--- src/rtl/mii_pkg.sv ---
// Shared definitions for the MII frame receiver: FSM encoding, CRC-32 constants,
// preamble/SFD byte values and status error bit positions.
package mii_pkg;

  typedef enum logic [1:0] {
    IDLE = 2'd0,
    PRE  = 2'd1,
    DATA = 2'd2,
    DROP = 2'd3
  } rx_state_t;

  localparam logic [31:0] CRC_POLY    = 32'hEDB8_8320;
  localparam logic [31:0] CRC_INIT    = 32'hFFFF_FFFF;
  localparam logic [31:0] CRC_RESIDUE = 32'hDEBB_20E3;

  localparam logic [7:0] PREAMBLE = 8'h55;
  localparam logic [7:0] SFD      = 8'hD5;

  localparam int ERR_CRC      = 0;
  localparam int ERR_RUNT     = 1;
  localparam int ERR_OVERSIZE = 2;
  localparam int ERR_ALIGN    = 3;

  // Assemble the status error vector from individual flags.
  function automatic logic [3:0] pack_err(input logic align, input logic oversize,
                                          input logic runt, input logic crc);
    logic [3:0] e;
    e               = 4'b0000;
    e[ERR_ALIGN]    = align;
    e[ERR_OVERSIZE] = oversize;
    e[ERR_RUNT]     = runt;
    e[ERR_CRC]      = crc;
    return e;
  endfunction

endpackage

--- src/rtl/crc32_d8.sv ---
// Byte-wise reflected Ethernet CRC-32 next-state function (LSB of the byte first).
module crc32_d8
  import mii_pkg::*;
(
  input  logic [31:0] crc_in,
  input  logic [7:0]  d,
  output logic [31:0] crc_out
);

  logic [31:0] c_s;

  // Eight serial LFSR steps unrolled into one combinational stage.
  always_comb begin
    c_s = crc_in;
    for (int i = 0; i < 8; i++) begin
      c_s = (c_s[0] ^ d[i]) ? ((c_s >> 1) ^ CRC_POLY) : (c_s >> 1);
    end
    crc_out = c_s;
  end

endmodule

--- src/rtl/mii_frame_rx.sv ---
// MII receive framer: strips preamble/SFD/FCS, checks CRC and length, reports
// per-frame status and keeps good/bad frame counters.
module mii_frame_rx
  import mii_pkg::*;
#(
  parameter int MIN_LEN = 64,
  parameter int MAX_LEN = 1518
) (
  input  logic        clk,
  input  logic        rstn,
  input  logic [7:0]  rxd,
  input  logic        rx_dv,
  output logic [7:0]  data_out,
  output logic        data_vld,
  output logic        sop,
  output logic        eop,
  output logic        stat_vld,
  output logic [15:0] stat_len,
  output logic [3:0]  stat_err,
  output logic [15:0] good_cnt,
  output logic [15:0] bad_cnt
);

  localparam logic [15:0] MIN_LEN_C = 16'(MIN_LEN);
  localparam logic [15:0] MAX_LEN_C = 16'(MAX_LEN);
  localparam logic [2:0]  DL_DEPTH  = 3'd5;

  rx_state_t   state_r;
  logic [31:0] crc_r;
  logic [15:0] len_r;
  logic [2:0]  held_r;
  logic        first_r;
  logic [7:0]  dl_r [0:4];

  logic [31:0] crc_next_s;
  logic [15:0] len_inc_s;
  logic [3:0]  frame_err_s;
  logic        held_full_s;

  crc32_d8 u_crc (
    .crc_in  (crc_r),
    .d       (rxd),
    .crc_out (crc_next_s)
  );

  // Saturating length increment and end-of-frame error evaluation.
  always_comb begin
    len_inc_s   = (len_r == 16'hFFFF) ? len_r : (len_r + 16'd1);
    held_full_s = (held_r == DL_DEPTH);
    frame_err_s = pack_err(1'b0, (len_r > MAX_LEN_C), (len_r < MIN_LEN_C),
                           (crc_r != CRC_RESIDUE));
  end

  // Receive FSM, delay line, status and counters; all outputs registered here.
  always_ff @(posedge clk or negedge rstn) begin
    if (!rstn) begin
      state_r  <= IDLE;
      crc_r    <= CRC_INIT;
      len_r    <= 16'd0;
      held_r   <= 3'd0;
      first_r  <= 1'b0;
      for (int i = 0; i < 5; i++) begin
        dl_r[i] <= 8'h00;
      end
      data_out <= 8'h00;
      data_vld <= 1'b0;
      sop      <= 1'b0;
      eop      <= 1'b0;
      stat_vld <= 1'b0;
      stat_len <= 16'd0;
      stat_err <= 4'b0000;
      good_cnt <= 16'd0;
      bad_cnt  <= 16'd0;
    end else begin
      data_vld <= 1'b0;
      sop      <= 1'b0;
      eop      <= 1'b0;
      stat_vld <= 1'b0;
      case (state_r)
        IDLE: begin
          if (rx_dv) begin
            if (rxd == PREAMBLE) begin
              state_r <= PRE;
            end else begin
              state_r <= DROP;
            end
          end
        end
        PRE: begin
          if (!rx_dv) begin
            state_r  <= IDLE;
            stat_vld <= 1'b1;
            stat_len <= 16'd0;
            stat_err <= pack_err(1'b1, 1'b0, 1'b0, 1'b0);
            bad_cnt  <= bad_cnt + 16'd1;
          end else if (rxd == SFD) begin
            state_r <= DATA;
            crc_r   <= CRC_INIT;
            len_r   <= 16'd0;
            held_r  <= 3'd0;
            first_r <= 1'b1;
          end else if (rxd != PREAMBLE) begin
            state_r <= DROP;
          end
        end
        DATA: begin
          if (rx_dv) begin
            crc_r <= crc_next_s;
            len_r <= len_inc_s;
            for (int i = 4; i > 0; i--) begin
              dl_r[i] <= dl_r[i-1];
            end
            dl_r[0] <= rxd;
            if (held_full_s) begin
              data_out <= dl_r[4];
              data_vld <= 1'b1;
              sop      <= first_r;
              first_r  <= 1'b0;
            end else begin
              held_r <= held_r + 3'd1;
            end
          end else begin
            // Frame end: the last payload byte leaves with the status; the
            // four bytes still held are the FCS and are dropped.
            state_r  <= IDLE;
            stat_vld <= 1'b1;
            stat_len <= len_r;
            stat_err <= frame_err_s;
            if (frame_err_s != 4'b0000) begin
              bad_cnt <= bad_cnt + 16'd1;
            end else begin
              good_cnt <= good_cnt + 16'd1;
            end
            if (held_full_s) begin
              data_out <= dl_r[4];
              data_vld <= 1'b1;
              sop      <= first_r;
              eop      <= 1'b1;
            end
            held_r  <= 3'd0;
            first_r <= 1'b0;
          end
        end
        DROP: begin
          if (!rx_dv) begin
            state_r  <= IDLE;
            stat_vld <= 1'b1;
            stat_len <= 16'd0;
            stat_err <= pack_err(1'b1, 1'b0, 1'b0, 1'b0);
            bad_cnt  <= bad_cnt + 16'd1;
          end
        end
        default: begin
          state_r <= IDLE;
        end
      endcase
    end
  end

endmodule
--- config.mk ---
export PLATFORM = sky130hd
export DESIGN_NAME = mii_frame_rx
export DESIGN_NICKNAME = d
export VERILOG_FILES = /design/src/rtl/mii_pkg.sv /design/src/rtl/crc32_d8.sv /design/src/rtl/mii_frame_rx.sv
export SDC_FILE = /design/constraint.sdc
export NUM_CORES = 1
export LEC_CHECK = 0
export BUFFER_PORTS_ARGS = -buffer_cell sky130_fd_sc_hd__buf_2
export CORE_MARGIN = 1
export CORE_UTILIZATION = 46
export DETAILED_ROUTE_END_ITERATION = 8
export SLEW_MARGIN = 0
export SYNTH_ARGS = -nofsm -noshare
export SYNTH_HDL_FRONTEND = slang
export SYNTH_SLANG_ARGS = --single-unit
--- constraint.sdc ---
create_clock -name clk -period 3.2 [get_ports clk]
set_input_delay 0.16 -clock clk [delete_from_list [all_inputs] [get_ports clk]]
set_output_delay 0.16 -clock clk [all_outputs]
set_load 0.05 [all_outputs]
==> Yosys cells after proc, flatten, opt, wreduce, memory -nomap -nowiden <==
Cells that the tools add are included.
{ "totals": {"ff_bits": 158, "output_inout_bits": 64, "elab_cells": 133} }
{ "classes": {"addsub": 4, "n_lt_le_gt_ge": 2, "eq_ne": 21, "n_mux": 52, "bitwise_logic": 18, "reduce_logical": 17} }
{ "op_table": {"columns": ["operator", "count"], "rows": [
  ["32-bit two-way mux", 11],
  ["16-bit two-way mux", 9],
  ["13-bit inverter with 14-bit output", 8],
  ["16-bit one-hot mux with 2 select lines", 3],
  ["32-bit one-hot mux with 2 select lines", 1],
  ["16-bit by 1-bit adder with 16-bit output, second input constant", 3],
  ["32-bit inequality test, second input constant", 1],
  ["2-bit inequality test, second input constant", 9],
  ["16-bit equality test, second input constant", 1],
  ["16-bit by 11-bit greater-than comparator with 1-bit output, second input constant", 1],
  ["16-bit by 7-bit less-than comparator with 1-bit output, second input constant", 1],
  ["4-bit AND reduction", 4],
  ["1-bit two-way mux", 12],
  ["2-bit two-way mux", 6],
  ["3-bit two-way mux", 4],
  ["3-bit AND reduction", 3],
  ["8-bit by 7-bit equality test with 1-bit output, second input constant", 1],
  ["8-bit equality test, second input constant", 1],
  ["4-bit two-way mux", 2],
  ["8-bit by 7-bit inequality test with 1-bit output, second input constant", 1],
  ["4-bit one-hot mux with 2 select lines", 1],
  ["1-bit bitwise XOR", 8],
  ["3-bit inequality test, second input constant", 2],
  ["2-bit one-hot mux with 3 select lines", 1],
  ["15 further kinds", 20]
]} }

==> Longest topological paths before layout <==
{ "depth": {"ltp_word": 18, "mapped_depth": 9} }

==> Cells and area by module <==
Synthesis repeated with hierarchy kept, for this count alone.
{ "unflattened": {"hier_cells": 736, "hier_area_um2": 7669.9} }
{ "by_module_without_submodules": {"columns": ["mod", "instances", "cells_each", "area_each_um2"], "rows": [
  ["mii_frame_rx", 1, 672, 6711.4],
  ["crc32_d8", 1, 64, 958.4]
]} }

==> Worst setup path before layout <==
No wires, ideal clock.
{ "synth_path": {"kind": "reg2reg", "start": "register crc_r[31]", "end": "register bad_cnt[1]", "setup_time_ps": 125, "arrival_time_ps": 2215, "t_required_ps": 3075, "setup_slack_ps": 860, "stages_incl_launch_ff": 8, "period_less_slack_ps": 2340, "path_cell_list": "dfstp_2 -> nand4b_1 -> nor4_1 -> nand4_2 -> or4_1 -> buf_6 -> nand2_4 -> mux2_4"} }
{ "synth_via": {"elab_chain_cells": 4} }
{ "synth_rtl": {"columns": ["item", "line_no", "source"], "rows": [
  ["start: declaration", "mii_frame_rx.sv:29", "logic [31:0] crc_r;"],
  ["start signal: assignment", "mii_frame_rx.sv:108", "crc_r <= crc_next_s;"],
  ["32-bit inequality test", "mii_frame_rx.sv:51", "(crc_r != CRC_RESIDUE));"],
  ["4-bit nonzero test", "mii_frame_rx.sv:129", "if (frame_err_s != 4'b0000) begin"],
  ["2-bit inequality test (no line)", null, null],
  ["4-bit AND reduction (no line)", null, null],
  ["end signal: assignment", "mii_frame_rx.sv:95", "bad_cnt <= bad_cnt + 16'd1;"],
  ["end signal: assignment", "mii_frame_rx.sv:130", "bad_cnt <= bad_cnt + 16'd1;"],
  ["end signal: assignment", "mii_frame_rx.sv:150", "bad_cnt <= bad_cnt + 16'd1;"],
  ["end: declaration", "mii_frame_rx.sv:21", "output logic [15:0] bad_cnt"]
]} }
Every way passes these cells.
A chain may end at the register's enable or synchronous reset.

==> Worst setup path in the final report <==
{ "layout_path": {"start": "register crc_r[27]", "end": "register bad_cnt[1]"} }
The elaborated chain is that of the path after synthesis.

==> flow_metrics.env <==
export IMPL_run_status="completed"
export IMPL_dp_worst_setup_slack_ns=0.415
export IMPL_die_y_um=128
export IMPL_critPathKind="flop to flop"
export IMPL_hp_start="rxd[1]"
export IMPL_io_buffer_count=74
export IMPL_syn_inst=703
export IMPL_grt_use_total=0.207
export IMPL_synth_area_mm2=0.00736
export IMPL_synth_top_family_by_area="simple AND/OR/NAND/NOR gates"
export IMPL_vias=5282
export IMPL_pwr_density_cell_mw_per_mm2=949
export IMPL_dieWidth_um=128
export IMPL_num_rows=45
export IMPL_dr_first_iter_drc_count=299
export IMPL_crit_path_cell_trace="nand4b_1 -> nor4_1 -> nand4_2 -> or4_1 -> nand2_4 -> mux2_4"
export IMPL_hold_buffers=6
export IMPL_relSlewSlack=0.457
export IMPL_yosysWarningCount=0
export IMPL_hold_path_endpoint="dl_r[33]$_DFFE_PN0P_"
export IMPL_required_ns=3.50
export IMPL_period_share=0.873
export IMPL_hold_viol=0
export IMPL_root_buffer="clkbuf_16"
export IMPL_drive_gt1_frac=0.218
export IMPL_grt_ovfl_total=0
export IMPL_via_per_inst=5.19
export IMPL_internal_power_w=0.00531
export IMPL_ant_nets=0
export IMPL_synth_simple_area_share=0.208
export IMPL_synth_ff_type="dfrtp_1"
export IMPL_cts_buffer_depth=2
export IMPL_p_clk_frac=0.260
export IMPL_slowest_delay_ns=0.75
export IMPL_fmax_ghz=0.358
export IMPL_synth_compound_area_share=0.0587
export IMPL_clock_skew_ns=0.00789
export IMPL_cts_resized_gates=0
export IMPL_ctsHtreeMaxLevel=4
export IMPL_initial_utilization=0.477
export IMPL_r2r_start="crc_r[27]$_DFFE_PN1P_"
export IMPL_synth_xor_area_share=0.156
export IMPL_syn_mean_instance_area_um2=10.5
export IMPL_clkSinkCount=158
export IMPL_rsz0062_at_grt="no"
export IMPL_synth_enable_flop_cells=0
export IMPL_core_area_mm2=0.0154
export IMPL_cp_slowest_cell="or4_1"
export IMPL_clk_latency_ns=0.42
export IMPL_grt_pass1_vias=5231
export IMPL_drt_wl_total_mm=15.9
export IMPL_grt_first_pass_wirelength_mm=26.5
export IMPL_antenna_found_initial=0
export IMPL_cts_buffers=17
export IMPL_path_clk_slew_ns=0.06
export IMPL_yosys_area_share_adder=0.0102
export IMPL_fill_cells=1378
export IMPL_die_area_mm2=0.0165
export IMPL_cp_max_fo=7
export IMPL_setup_ws_ns=0.408
export IMPL_synthDistinctLibCells=53
export IMPL_area_delta_synth_final_pct=19.0
export IMPL_total_leakage_power_nw=4.19
export IMPL_route_detailed_drc=0
export IMPL_grt_start_max_net_pins=91
export IMPL_tightestPinTransition_ns=0.815
export IMPL_endpoint_kind="flop"
export IMPL_worstHoldPathType="input port to flop"
export IMPL_reg2reg_depth=6
export IMPL_async_flop_share=1.00
export IMPL_rr_endpoint="bad_cnt[1]$_DFFE_PN0P_"
export IMPL_setup_viol=0
export IMPL_netSwitchingFraction=0.362
export IMPL_fin_crit_ns=2.79
export IMPL_power_switching_w=0.00301
export IMPL_cts_tree="built"
export IMPL_critPathLaunchType="flop"
export IMPL_pwr_share_seq=0.359
export IMPL_post_cts_buffers=0
export IMPL_utilization=0.568
export IMPL_dp_hpwl_mm=11.0
export IMPL_cp_arrival_ns=3.10
export IMPL_yosysSeqAreaShare=0.543
export IMPL_place_congestion=0.822
export IMPL_firstDrtPassIters=5
export IMPL_hold_depth=3
export IMPL_regArea_mm2=0.00399
export IMPL_synth_seq_cells=158
export IMPL_drv_cap=0
export IMPL_synthesis_nets=720
export IMPL_fin_nets=810
export IMPL_diodes=0
export IMPL_rrSetupSlack_ns=0.41
export IMPL_ios=75
export IMPL_crit_family="simple AND/OR/NAND/NOR gates"
export IMPL_power_frac_comb=0.382
export IMPL_vdd_ir_drop_max_uv=745
export IMPL_final_max_slew_viol_count=0
export IMPL_wl_per_cell_um=15.6
export IMPL_multiInputGateArea_mm2=0.00324
export IMPL_critical_path_buf_inv_count=0
export IMPL_synthMuxAreaShare=0.00493
export IMPL_tns_ns=0
export IMPL_p_total_w=0.00832
==> layout make-up <==
cell class	instances	share of cell area
multi-input combinational	509	0.370
clock inverter	12	0.0209
timing repair buffer	96	0.0664
clock buffer	20	0.0521
sequential	158	0.456
tap	211	0.0301
inverter	11	0.00471
==> cell usage after synthesis (all sizes together) (6+ instances only) <==
cell type / count / area share
nand3: 24 / 0.017
a21oi: 20 / 0.014
dfrtp: 126 / 0.43
nand2: 166 / 0.086
ha: 6 / 0.010
nor3: 15 / 0.010
dfstp: 32 / 0.11
nand4: 19 / 0.017
nor2: 49 / 0.025
xnor2: 72 / 0.090
inv: 10 / 0.0051
xor2: 47 / 0.066
nor4: 15 / 0.019
and3: 10 / 0.0085
o22a: 7 / 0.0083
clkbuf: 21 / 0.011
a22o: 19 / 0.023
==> worst max-delay path by stage <==
stage,from,end,slack [ns],depth (start not counted)
final,crc_r[27]$_DFFE_PN1P_,bad_cnt[1]$_DFFE_PN0P_,0.41,6
after global placement,crc_r[27]$_DFFE_PN1P_,bad_cnt[1]$_DFFE_PN0P_,0.44,6
after floorplan,crc_r[31]$_DFFE_PN1P_,bad_cnt[1]$_DFFE_PN0P_,0.86,7
after global routing,crc_r[27]$_DFFE_PN1P_,bad_cnt[1]$_DFFE_PN0P_,0.26,6
after CTS,crc_r[27]$_DFFE_PN1P_,bad_cnt[1]$_DFFE_PN0P_,0.40,6
after detailed placement,crc_r[27]$_DFFE_PN1P_,bad_cnt[1]$_DFFE_PN0P_,0.41,6
==> per-layer routing <==
layer / part of all wire / GRT usage / vias to the layer above
met4: 0.012 / 0.0644 / 0
met3: 0.041 / 0.0407 / 16
met1: 0.48 / 0.282 / 2602
li1: - / - / 2555
met2: 0.46 / 0.333 / 109
met5: 0 / 0 / -
==> kinds of logic (layout without fill, tap and decap cells) <==
kind of cell | Yosys count | in the layout
and+or+nand+nor | 320 | 320
DFF | 158 | 158
xor gates and xnor gates | 119 | 119
AOI/OAI and AO/OA | 61 | 61
buffers and inverters | 36 | 139
adders and majority gates | 6 | 6
muxes | 3 | 3
==> worst reg2reg max path: stages (launching register included) <==
cell and delay (ns):
dfstp_2 0.56, nand4b_1 0.15, nor4_1 0.43, nand4_2 0.34, or4_1 0.75, nand2_4 0.14, mux2_4 0.30
==> registers in the layout, indices dropped and copies added (netlist names), 2 cells and up <==
| signal | count |
|---|---|
| dl_r | 40 |
| state_r | 2 |
| len_r | 16 |
| good_cnt | 16 |
| data_out | 8 |
| held_r | 3 |
| stat_err | 4 |
| bad_cnt | 16 |
| stat_len | 16 |
| crc_r | 32 |
==> power groups by stage <==
| stage | Combinational (W) | Clock, W | Sequential [W] |
|---|---|---|---|
| floorplan | 0.00231 | 0 | 0.00315 |
| global placement | 0.00314 | 0 | 0.00298 |
| detailed placement | 0.00316 | 0 | 0.00301 |
| CTS | 0.00319 | 0.00220 | 0.00298 |
| global route | 0.00346 | 0.00228 | 0.00305 |
| finish | 0.00317 | 0.00216 | 0.00298 |
==> cells in the final DEF, fill, tap and decap left out, drive strengths merged, types with 2 or more instances in the layout <==
master       count
clkinvlp         3
inv             12
o21ai            3
nand3           24
o22ai            2
dfstp           32
nand4           19
and4             4
nor2            49
bufinv           4
a21oi           20
nor3            15
a22o            19
clkinv           4
dlygate4sd3      6
xor2            47
nand4b           5
dfrtp          126
and3            10
and2             2
or4              3
ha               6
nor4            15
xnor2           72
mux2             2
buf             90
nand4bb          2
o22a             7
nand2          166
clkbuf          20
a31oi            5
==> per-stage QoR <==
step | area, um2 | std cells | hold WS, ns
after floorplan | 7360 | 703 | -0.136
final | 8760 | 1017 | 0.0250
after global placement | 8060 | 979 | 0.271
after detailed placement | 8060 | 979 | 0.280
after global routing | 8760 | 1017 | 0.0309
after CTS | 8760 | 1017 | 0.000661
Note: power is estimated with default switching activity, not from simulation.
